$ cat config.mk
export PLATFORM = sky130hd
export DESIGN_NAME = rf_writeback
export DESIGN_NICKNAME = d
export VERILOG_FILES = /design/src/rtl/rf_writeback_pkg.sv /design/src/rtl/rf_writeback_rr_arb3.sv /design/src/rtl/rf_writeback.sv
export SDC_FILE = /design/constraint.sdc
export NUM_CORES = 1
export LEC_CHECK = 0
export CAP_MARGIN = 30
export CORE_MARGIN = 1.5
export CORE_UTILIZATION = 55
export DETAILED_ROUTE_END_ITERATION = 8
export DONT_BUFFER_PORTS = 1
export HOLD_SLACK_MARGIN = 0.08
export PLACE_DENSITY = 0.7
export SLEW_MARGIN = 20
export SYNTH_ARGS = -nofsm -noshare
export SYNTH_HDL_FRONTEND = slang
export SYNTH_SLANG_ARGS = --single-unit
$ cat constraint.sdc
create_clock -name clk -period 3.8 [get_ports clk]
set_clock_uncertainty 0.1 [all_clocks]
set_input_delay 0.76 -clock clk [delete_from_list [all_inputs] [get_ports clk]]
set_output_delay 0.76 -clock clk [all_outputs]
set_load 0.02 [all_outputs]
$ cat src/rtl/rf_writeback_pkg.sv
// Shared widths, source identifiers and helpers for the integer register-file write side.
package rf_writeback_pkg;
   localparam int XLEN  = 32;
   localparam int NREG  = 32;
   localparam int RF_AW = 32;
   localparam int RD_W  = 5;

   typedef enum logic [1:0] {
      SRC_ALU = 2'd0,
      SRC_LSU = 2'd1,
      SRC_MDU = 2'd2
   } src_e;

   // Round-robin successor in the ALU -> LSU -> MDU -> ALU ring.
   function automatic logic [1:0] rr_next(input logic [1:0] s);
      return (s == 2'd2) ? 2'd0 : s + 2'd1;
   endfunction
endpackage

$ cat src/rtl/rf_writeback_rr_arb3.sv
// Three-request round-robin arbiter: one-hot grant, pointer moves past the grantee.
module rr_arb3
   import rf_writeback_pkg::*;
(
   input  logic       clk,
   input  logic       rst_n,
   input  logic [2:0] i_req,
   output logic [2:0] o_gnt
);

   logic [1:0] r_ptr;
   logic [1:0] w_c0;
   logic [1:0] w_c1;
   logic [1:0] w_c2;
   logic [1:0] w_sel;
   logic [2:0] w_gnt;

   assign w_c0 = r_ptr;
   assign w_c1 = rr_next(w_c0);
   assign w_c2 = rr_next(w_c1);

   always_comb begin
      w_gnt = 3'b000;
      w_sel = w_c0;
      if (i_req[w_c0]) begin
         w_gnt[w_c0] = 1'b1;
         w_sel       = w_c0;
      end else if (i_req[w_c1]) begin
         w_gnt[w_c1] = 1'b1;
         w_sel       = w_c1;
      end else if (i_req[w_c2]) begin
         w_gnt[w_c2] = 1'b1;
         w_sel       = w_c2;
      end
   end

   // No source may see a grant while the block is held in reset.
   assign o_gnt = w_gnt & {3{rst_n}};

   always_ff @(posedge clk or negedge rst_n) begin
      if (!rst_n) begin
         r_ptr <= SRC_ALU;
      end else if (|w_gnt) begin
         r_ptr <= rr_next(w_sel);
      end
   end

endmodule

$ cat src/rtl/rf_writeback.sv
// Register-file write side: arbitrates ALU/LSU/MDU results into one registered write per cycle
// and tracks long-latency destinations so decode can stall on hazards.
module rf_writeback
   import rf_writeback_pkg::*;
(
   input  logic             clk,
   input  logic             rst_n,
   input  logic             i_alu_valid,
   output logic             o_alu_ready,
   input  logic [RD_W-1:0]  i_alu_rd,
   input  logic [XLEN-1:0]  i_alu_data,
   input  logic             i_lsu_valid,
   output logic             o_lsu_ready,
   input  logic [RD_W-1:0]  i_lsu_rd,
   input  logic [XLEN-1:0]  i_lsu_data,
   input  logic             i_mdu_valid,
   output logic             o_mdu_ready,
   input  logic [RD_W-1:0]  i_mdu_rd,
   input  logic [XLEN-1:0]  i_mdu_data,
   input  logic             i_iss_valid,
   input  logic             i_iss_long,
   input  logic [RD_W-1:0]  i_iss_rd,
   input  logic [RF_AW-1:0] i_qa1,
   input  logic [RF_AW-1:0] i_qa2,
   output logic             o_hazard,
   output logic             o_wen,
   output logic [RF_AW-1:0] o_wraddr,
   output logic [XLEN-1:0]  o_wrdata,
   output logic             o_sb_err
);

   logic [2:0]      w_gnt;
   logic [RD_W-1:0] w_sel_rd;
   logic [XLEN-1:0] w_sel_data;
   src_e            w_sel_src;

   logic             r_wen;
   logic [RF_AW-1:0] r_wraddr;
   logic [XLEN-1:0]  r_wrdata;
   src_e             r_src;

   logic [NREG-1:0] r_pending;
   logic [NREG-1:0] w_pending_nxt;
   logic            r_sb_err;
   logic            w_set;
   logic            w_clr;
   logic [RD_W-1:0] w_clr_idx;
   logic            w_err;

   rr_arb3 u_arb (
      .clk   (clk),
      .rst_n (rst_n),
      .i_req ({i_mdu_valid, i_lsu_valid, i_alu_valid}),
      .o_gnt (w_gnt)
   );

   assign o_alu_ready = w_gnt[SRC_ALU];
   assign o_lsu_ready = w_gnt[SRC_LSU];
   assign o_mdu_ready = w_gnt[SRC_MDU];

   always_comb begin
      w_sel_rd   = i_alu_rd;
      w_sel_data = i_alu_data;
      w_sel_src  = SRC_ALU;
      if (w_gnt[SRC_LSU]) begin
         w_sel_rd   = i_lsu_rd;
         w_sel_data = i_lsu_data;
         w_sel_src  = SRC_LSU;
      end else if (w_gnt[SRC_MDU]) begin
         w_sel_rd   = i_mdu_rd;
         w_sel_data = i_mdu_data;
         w_sel_src  = SRC_MDU;
      end
   end

   // x0 results are consumed but never written; address/data keep their last real write.
   always_ff @(posedge clk or negedge rst_n) begin
      if (!rst_n) begin
         r_wen    <= 1'b0;
         r_wraddr <= '0;
         r_wrdata <= '0;
         r_src    <= SRC_ALU;
      end else begin
         r_wen <= 1'b0;
         if ((|w_gnt) && (w_sel_rd != '0)) begin
            r_wen    <= 1'b1;
            r_wraddr <= {{(RF_AW-RD_W){1'b0}}, w_sel_rd};
            r_wrdata <= w_sel_data;
            r_src    <= w_sel_src;
         end
      end
   end

   assign o_wen    = r_wen;
   assign o_wraddr = r_wraddr;
   assign o_wrdata = r_wrdata;

   assign w_set     = i_iss_valid & i_iss_long & (i_iss_rd != '0);
   assign w_clr     = r_wen & (r_src != SRC_ALU);
   assign w_clr_idx = r_wraddr[RD_W-1:0];

   // Set is applied after clear so a new producer on the same rd wins.
   always_comb begin
      w_pending_nxt = r_pending;
      if (w_clr) begin
         w_pending_nxt[w_clr_idx] = 1'b0;
      end
      if (w_set) begin
         w_pending_nxt[i_iss_rd] = 1'b1;
      end
      w_pending_nxt[0] = 1'b0;
   end

   assign w_err = (w_set && r_pending[i_iss_rd] && !(w_clr && (w_clr_idx == i_iss_rd)))
               || (w_clr && !r_pending[w_clr_idx]);

   always_ff @(posedge clk or negedge rst_n) begin
      if (!rst_n) begin
         r_pending <= '0;
         r_sb_err  <= 1'b0;
      end else begin
         r_pending <= w_pending_nxt;
         if (w_err) begin
            r_sb_err <= 1'b1;
         end
      end
   end

   assign o_sb_err = r_sb_err;

   function automatic logic pend_at(input logic [NREG-1:0] p, input logic [RF_AW-1:0] a);
      return (a < RF_AW'(NREG)) ? p[a[RD_W-1:0]] : 1'b0;
   endfunction

   assign o_hazard = pend_at(r_pending, i_qa1)
                   | pend_at(r_pending, i_qa2)
                   | r_pending[i_iss_rd];

endmodule

Word-level counts from Yosys, hierarchy flattened
Cells that the tools add are included.
- logic and storage cells: 99
- output and inout port bits: 70
- register bits: 74
- input bits: 187
- reduce and logical (&&, ||, !) cells: 18
- magnitude comparators: 14
- add/subtract/negate cells: 3
- mux-type cells: 44
- eq/ne operators: 4
- bitwise gates (word level): 9
- operator list (operator ; number):
    $mux 32 ; 4
    $lt 32x6->1 const B ; 2
    $and 32x32->32 ; 1
    $not 32->32 ; 1
    $or 32x32->32 ; 1
    $lt 5x6->1 const B ; 4
    $bmux 1 s5 ; 4
    $mux 2 ; 8
    $mux 1 ; 15
    $demux 1 s5 ; 2
    $ge 5x1->1 const B ; 2
    $logic_and 1x1->1 ; 10
    $mux 5 ; 2
    $reduce_bool 5->1 ; 2
    $lt 2x3->1 const B ; 3
    $mux 3 ; 3
    $add 2x1->2 const B ; 3
    $bmux 1 s2 ; 3
    $demux 1 s2 ; 3
    $eq 2x2->1 const B ; 3
    $ge 2x1->1 const B ; 3
    $reduce_or 3->1 ; 2
    $eq 5x5->1 ; 1
    $and 1x1->1 ; 3
    5 further kinds ; 7

Depth between registers and ports, before layout
Gate-level depths: netlist of the first run.
- word-level depth: 17
- mapped depth: 10
- mapped depth without buffers: 7

Cells and area by module
Synthesis of the first run repeated with hierarchy kept, for this count alone.
- cells, all modules: 553
- area total of the unflattened synthesis: 5152.4 um2
- by module, submodules not included (module ; sequential area each (um2) ; cells each ; area an instance (um2) ; times used):
    rf_writeback ; 1801.7 ; 535 ; 5007.3 ; 1
    rr_arb3 ; 50.0 ; 18 ; 145.1 ; 1

Worst setup path before layout of the first run
OpenSTA, ideal clock, no wires.
- path type: input to output
- start point: in i_iss_rd[0]
- end point: out o_hazard
- path buffers: 2
- slack: 341 ps
- arrival: 2599 ps
- data required time: 2940 ps
- stages: 7
- path through: clkbuf_1 buf_1 mux4_2 a31oi_1 nand4_1 a31oi_1 o21ai_0
- longest elaborated chain between the ends: 3
- RTL lines (what ; RTL line ; source):
    from (decl) ; rf_writeback.sv:22 ; input logic [RD_W-1:0] i_iss_rd,
    $bmux 1 s5 ; rf_writeback.sv:137 ; | r_pending[i_iss_rd];
    $mux 1 (implied by the code) ; rf_writeback.sv:137 ;
    $or 1x1->1 ; rf_writeback.sv:137 ;
    to (decl) ; rf_writeback.sv:25 ; output logic o_hazard,
No other way between the ends. The select of a mux whose other input is x is not followed.

Worst setup path in the final report of the first run
- start point: reg r_pending[7]
- end point: out o_hazard
- longest elaborated chain between the ends: 5
- elaborated cells on any way between the ends: 10
- those cells by class: mux: 8; bitwise: 2
- RTL lines (what ; RTL line ; source):
    from (decl) ; rf_writeback.sv:42 ; logic [NREG-1:0] r_pending;
    from (signal assigned) ; rf_writeback.sv:122 ; r_pending <= w_pending_nxt;
    $bmux 1 s5 ; rf_writeback.sv:132 ; return (a < RF_AW'(NREG)) ? p[a[RD_W-1:0]] : 1'b0;
    $mux 1 (implied by the code) ; rf_writeback.sv:132 ;
    $mux 1 ; rf_writeback.sv:132 ;
    $or 1x1->1 ; rf_writeback.sv:136 ; | pend_at(r_pending, i_qa2)
    $or 1x1->1 (*) ; rf_writeback.sv:137 ;
Mark *: on every way between the ends. The rest lies on a longest branch, timed or not. The select of a mux whose other input is x is not followed.

==> results.txt, run 1 <==
# DRC: 0
Critical path fanouts, max: 5
Kind of critical path: flip-flop to primary output
Worst Hold Class: primary input to asynchronous set/reset pin
Critical path depth: 5
Crit path DAT: 2.28 ns
Initial core utilization: 0.570
Startpoint of the most critical setup path: r_pending[7]
Vias: 4286
Status: complete, no violations
Global-route usage over all layers: 0.264
Peak VDD IR: 0.368 mV
H-tree depth: 3
Synth-to-layout area growth: 3.34%
Nets: 691
Die Y: 101 µm
Met3 WL: 1.46 mm
First-pass GRT wire length: 20.7 mm
DRT iter0 DRCs: 249
First drt pass iteration count: 4
Core Box Area: 9280 µm²
Setup violations, final: 0
Pin count of the biggest net entering global routing: 75
Cells after Synth: 521
Post-synth top area cell: dfrtp_1
Clock root buffer master: clkbuf_8
Slowest cell on crit path: mux4_2
DP HPWL: 10.1 mm
Max Clk Rate: 0.318 GHz
PwrDens: 571 nW/µm²
Top delay family on crit path: multiplexers
GR Overflow Total: 0
# IOs: 257
Input/output buffers: 0
Final Power: 3.12 mW
Seq/Total Area, Yosys: 0.350
FF-to-FF End: o_wrdata[18]
Clock insertion delay at the later pin of the skew report: 0.36 ns
RSZ-0062 raised after global routing: false
Via density: 6.72
Reg2reg path depth: 8
Max_cap viols: 0
Worst Max-Slew Pin Slew: 0.887 ns
Initial antenna violation count: 0
CTS tree: done
Min cycle time layout: 3.14 ns
Sum of negative setup slack: 0 ns
Top sig layer: met4
Async SR Flop Fraction: 1.00
Leak: 2.19 nW
Main synth FF type: dfrtp_1
Register Area: 1850 µm²
Startpoint types: flip-flop
Clock sinks: 74
Post-Route WL: 13.8 mm
GPL Wtd Cong: 0.924
Crit end category: primary output
Library cells used by synthesis: 55
Worst path cell trace: mux4_2 > mux2_2 > a211o_1 > a31oi_1 > o21ai_0
Worst r2r src: u_arb.r_ptr[0]
Die area: 10200 µm²
Multi-input gate area: 3160 µm²
Num CTS Buffers: 9
Final Hold Fails: 0
WL per Instance: 21.6 µm
Pins Over Slew Limit: 0
Die Wd: 101 µm
Number of flops mapped to enable cells by yosys: 0
CTS Buffer Depth: 2
Antenna Diode Count: 0
YS warnings: 0
CP bufs+invs: 0
Rel. slew slack: 0.408
Final period utilization: 0.827
Flop-to-flop setup slack: 1.03 ns
Post-synth top area share: 0.350
Post-cts sizing count: 0
Post-Syn Area: 5290 µm²
Area contributors post-synth: dfrtp_1 35%, mux4_2 13%, mux2i_1 8.3%, mux2_2 7.2%, o21ai_0 6.6%
Share of cells above drive strength 1: 0.189
Row cnt: 35
Yosys reg bits: 74
Max incr delay on CP: 0.49 ns
Routed length on met2: 6.78 mm
Worst setup path endpoint: o_hazard
Critical path required time: 2.94 ns
Vias in the first global route: 4070
FILL cells: 827
Final antenna-violating net count: 0
Clock Pin Slew Worst Setup and Hold Paths: 0.08 ns
Mean post-synth cell area: 10.2 µm²
DRT met1 WL: 5.28 mm
-- cells in the mapped netlist, types with 3 or more instances --
cell type / n
or4_1: 3
nor3_1: 6
nand3b_1: 6
dfrtp_1: 74
buf_2: 5
nor2_1: 42
buf_4: 29
nand2_1: 23
xor2_1: 3
mux2i_1: 44
nor4_1: 14
clkbuf_1: 20
a22o_1: 5
mux2_2: 34
or3_1: 6
a21oi_1: 36
mux4_2: 30
a31oi_1: 4
mux2_4: 4
nand2b_1: 8
nand3_1: 5
o21ai_0: 70
nor2b_1: 3
nand4_1: 5
inv_1: 5
-- worst reg2reg max path, cell delays in order, from the launching register on --
cell and delay [ns]:
dfrtp_1 0.44, nor2b_1 0.07, o21a_1 0.20, or3_2 0.55
clkinv_4 0.14, o31ai_2 0.12, o21ai_4 0.18, buf_4 0.44
mux2_2 0.43
-- worst min path at each step --
stage | slack (ns) | endpoint | cells past startpoint | startpoint
6_report | 0.19 | o_wrdata[6] | 1 | rst_n
5_1_grt | 0.20 | o_wrdata[6] | 1 | rst_n
4_1_cts | 0.20 | o_wrdata[6] | 1 | rst_n
3_5_place_dp | 0.37 | u_arb.r_ptr[0] | 0 | rst_n
3_3_place_gp | 0.37 | u_arb.r_ptr[1] | 0 | rst_n
2_1_floorplan | 0.36 | o_sb_err | 0 | rst_n
-- cell families after synthesis --
logic type      count (synthesis)  synth area share
compound gates                132             0.144
mux                           112             0.295
other cells                     1          0.000709
buf+inv                        65            0.0738
simple gates                  132             0.129
flops                          74             0.350
xor+xnor                        5           0.00828
-- stage by stage --
| step | util | setup WS (ns) | hold WS, ns | instances | area, µm² |
|---|---|---|---|---|---|
| final | 0.589 | 0.658 | 0.192 | 638 | 5470 |
| after global routing | 0.589 | 0.555 | 0.203 | 638 | 5470 |
| after CTS | 0.587 | 0.643 | 0.195 | 637 | 5450 |
| after detailed placement | 0.562 | 0.658 | 0.367 | 620 | 5220 |
| after global placement | 0.562 | 0.726 | 0.368 | 620 | 5220 |
| after floorplan | - | 0.341 | 0.364 | 547 | 5390 |
-- placed cells by master (no fill, tap or decap), types with 2 or more instances in the layout --
master,netlist,final
mux2_4,4,4
xor2_1,3,3
o21ai_0,70,70
mux4_2,30,30
nand3b_1,6,6
or3b_2,2,2
nand4_1,5,5
clkinv_4,1,2
clkinvlp_4,0,2
clkbuf_8,0,10
nor2b_1,3,3
nor3b_1,2,2
mux2_2,34,34
or3_1,6,5
inv_1,5,5
conb_1,1,27
o21a_1,2,2
nand3_1,5,5
a21oi_1,36,36
nor3_1,6,6
nand2_1,23,22
xnor2_1,2,2
mux2i_1,44,44
nor4_1,14,14
buf_4,29,3
nand4b_1,2,2
nor2_1,42,42
nand2b_1,8,8
a31oi_1,4,4
dfrtp_1,74,74
or4_1,3,3
a22o_1,5,5
-- what timing repair did --
item,in CTS,in global routing
hold buffers,1,0
buffers inserted,0,0
hold endpoints to repair,74,0
-- final cells by class --
cell class                 count  share of cell area
multi-input combinational    408               0.577
clock buffer                  11              0.0259
tap                          129              0.0295
clock inverter                 5              0.0114
timing repair buffer           5              0.0119
sequential                    74               0.339
inverter                       6             0.00504
-- sequential cells by signal (all words and copies together), names as in the netlist --
register,flops
o_wraddr,5
o_sb_err,1
r_pending,31
o_wen,1
u_arb.r_ptr,2
r_src,2
o_wrdata,32
-- power by group --
group / leakage (nW) / internal, mW / switching [mW] / total [mW]
clock: 0.0962 / 0.325 / 0.309 / 0.634
combinational: 1.29 / 0.546 / 0.410 / 0.955
sequential: 0.801 / 1.04 / 0.494 / 1.53
-- per-layer routing --
| layer | track usage | vias up |
|---|---|---|
| li1 | - | 1863 |
| met4 | 0.0951 | 0 |
| met2 | 0.422 | 310 |
| met1 | 0.344 | 2083 |
| met5 | 0 | - |
| met3 | 0.0742 | 30 |
(Power assumes the default switching activity.)
==> inputs of run 2 (changes only) <==
- clock period: 3.8 -> 2.9 ns (I/O delays scaled with it)
==> results.txt, run 2 (same netlist as run 1, synthesis figures left out) <==
Status: complete, no violations (unchanged)
FILL cells: 785 (was 827)
Initial core utilization: 0.570 (unchanged)
Fin util: 0.598 (was 0.589)
Startpoint types: flip-flop (unchanged)
CTS tree: done (unchanged)
Clock root buffer master: clkbuf_8 (unchanged)
Critical path fanouts, max: 5 (unchanged)
H-tree depth: 3 (unchanged)
Placement Setup Slack: 0.156 ns (was 0.658 ns)
Commonest non-fill, non-tap cells in the layout: 72 x dfrtp_1, 69 x o21ai_0, 44 x mux2i_1 (was 74 x dfrtp_1, 70 x o21ai_0, 44 x mux2i_1)
WL per Instance: 21.0 µm (was 21.6 µm)
Max Clk Rate: 0.353 GHz
CTS Buffer Depth: 2 (unchanged)
Rel. slew slack: 0.444 (was 0.408)
Input/output buffers: 0 (unchanged)
Vias: 4202 (was 4286)
Post-DP Area: 5250 µm² (was 5220 µm²)
Final Hold Fails: 0 (unchanged)
Max reg flops: 32 (unchanged)
Reg2reg path depth: 8 (unchanged)
# DRC: 0 (unchanged)
Most common cell after layout, fill and taps aside: dfrtp_1 (unchanged)
Crit end category: primary output (unchanged)
PwrDens: 765 nW/µm² (was 571 nW/µm²)
Hold Path Depth: 1
Global-route usage over all layers: 0.261 (was 0.264)
Die Y: 101 µm (unchanged)
Pins Over Slew Limit: 0 (unchanged)
Pin count of the biggest net entering global routing: 75 (unchanged)
First-pass GRT wire length: 20.3 mm (was 20.7 mm)
Worst Hold Class: primary input to flip-flop (was primary input to asynchronous set/reset pin)
Critical path required time: 2.22 ns (was 2.94 ns)
Num CTS Buffers: 9 (unchanged)
Final period utilization: 0.976
Sum of negative setup slack: 0 ns (unchanged)
Leak: 2.23 nW (was 2.19 nW)
Final antenna-violating net count: 0 (unchanged)
Clock sinks: 74 (unchanged)
Multi-input gate area: 3170 µm² (was 3160 µm²)
RSZ-0062 raised after global routing: false (unchanged)
GPL Wtd Cong: 0.918 (was 0.924)
Nets: 694 (was 691)
Clock insertion delay at the later pin of the skew report: 0.35 ns (was 0.36 ns)
DP HPWL: 10.0 mm (was 10.1 mm)
Antenna Diode Count: 0 (unchanged)
Initial antenna violation count: 0 (unchanged)
Max_cap viols: 0 (unchanged)
Worst Max-Slew Pin Slew: 0.834 ns (was 0.887 ns)
Setup slack after layout: 0.0709 ns (was 0.658 ns)
First drt pass iteration count: 5 (was 4)
Via density: 6.57 (was 6.72)
Share of cells above drive strength 1: 0.200 (was 0.189)
Crit path DAT: 2.15 ns (was 2.28 ns)
Setup violations, final: 0 (unchanged)
Die area: 10200 µm² (unchanged)
# IOs: 257 (unchanged)
Clock Pin Slew Worst Setup and Hold Paths: 0.08 ns (about the same)
Peak VDD IR: 0.405 mV (was 0.368 mV)
Post-Route WL: 13.5 mm (was 13.8 mm)
Kind of critical path: flip-flop to primary output (unchanged)
Core Box Area: 9280 µm² (unchanged)
DRT iter0 DRCs: 267 (was 249)
Die Wd: 101 µm (unchanged)
Vias in the first global route: 4052 (was 4070)
Min cycle time layout: 2.83 ns
Register Area: 1850 µm² (about the same)
GR Overflow Total: 0 (unchanged)
Final instance area: 5560 µm² (was 5470 µm²)
Row cnt: 35 (unchanged)
Synth-to-layout area growth: 5.04% (was 3.34%)
run 2: routing by layer:
layer / track usage / part of all wire
met1: 0.333 / 0.37
met5: 0 / 0
met3: 0.0631 / 0.10
met2: 0.432 / 0.50
met4: 0.0962 / 0.024
run 2: metrics by stage:
stage               power, mW  hold slack [ns]  cells
global route             4.48            0.224    640
detailed placement       3.22            0.186    621
CTS                      4.23            0.222    638
global placement         3.17            0.186    621
finish                   4.25            0.221    640
floorplan                2.93            0.184    547
run 2: timing repair:
item / 4_1_cts / 5_1_grt
pin swaps: 0 / 2
resized for setup: 1 / 4
hold buffers: 2 / 0
endpoints found under the setup margin: 1 / 1
hold endpoints to repair: 74 / 0
buffers inserted: 0 / 2
run 2: final cells by class:
| type | instances | share of cell area |
|---|---|---|
| flip-flops and latches | 74 | 0.334 |
| inverters | 6 | 0.00495 |
| well taps | 129 | 0.0291 |
| multi-input cells | 408 | 0.570 |
| repair buffers | 8 | 0.0194 |
| clock buffers | 9 | 0.0223 |
| clock inverters | 6 | 0.0207 |
run 2: worst max-delay path, stage by stage (launching register included):
cell and delay, ns:
dfrtp_1 0.44, mux4_2 0.48, mux2_2 0.28, a211o_1 0.32
a31oi_2 0.15, o21ai_2 0.13
run 2: path summary, 6_finish.rpt:
check	from	endpoint	slack (ns)
worst min register to register	r_src[0]	r_src[0]	0.41
worst max register to register	u_arb.r_ptr[0]	o_wrdata[16]	0.38
worst max-delay path	r_pending[7]	o_hazard	0.07
worst min-delay path	i_iss_rd[1]	r_pending[4]	0.22
min in group asynchronous	rst_n	o_wrdata[30]	0.68
max in group asynchronous	rst_n	r_pending[20]	1.72
run 2: report_power, final:
part           internal (mW)  switching [mW]
clock                  0.571           0.400
combinational          0.734           0.535
sequential              1.36           0.647
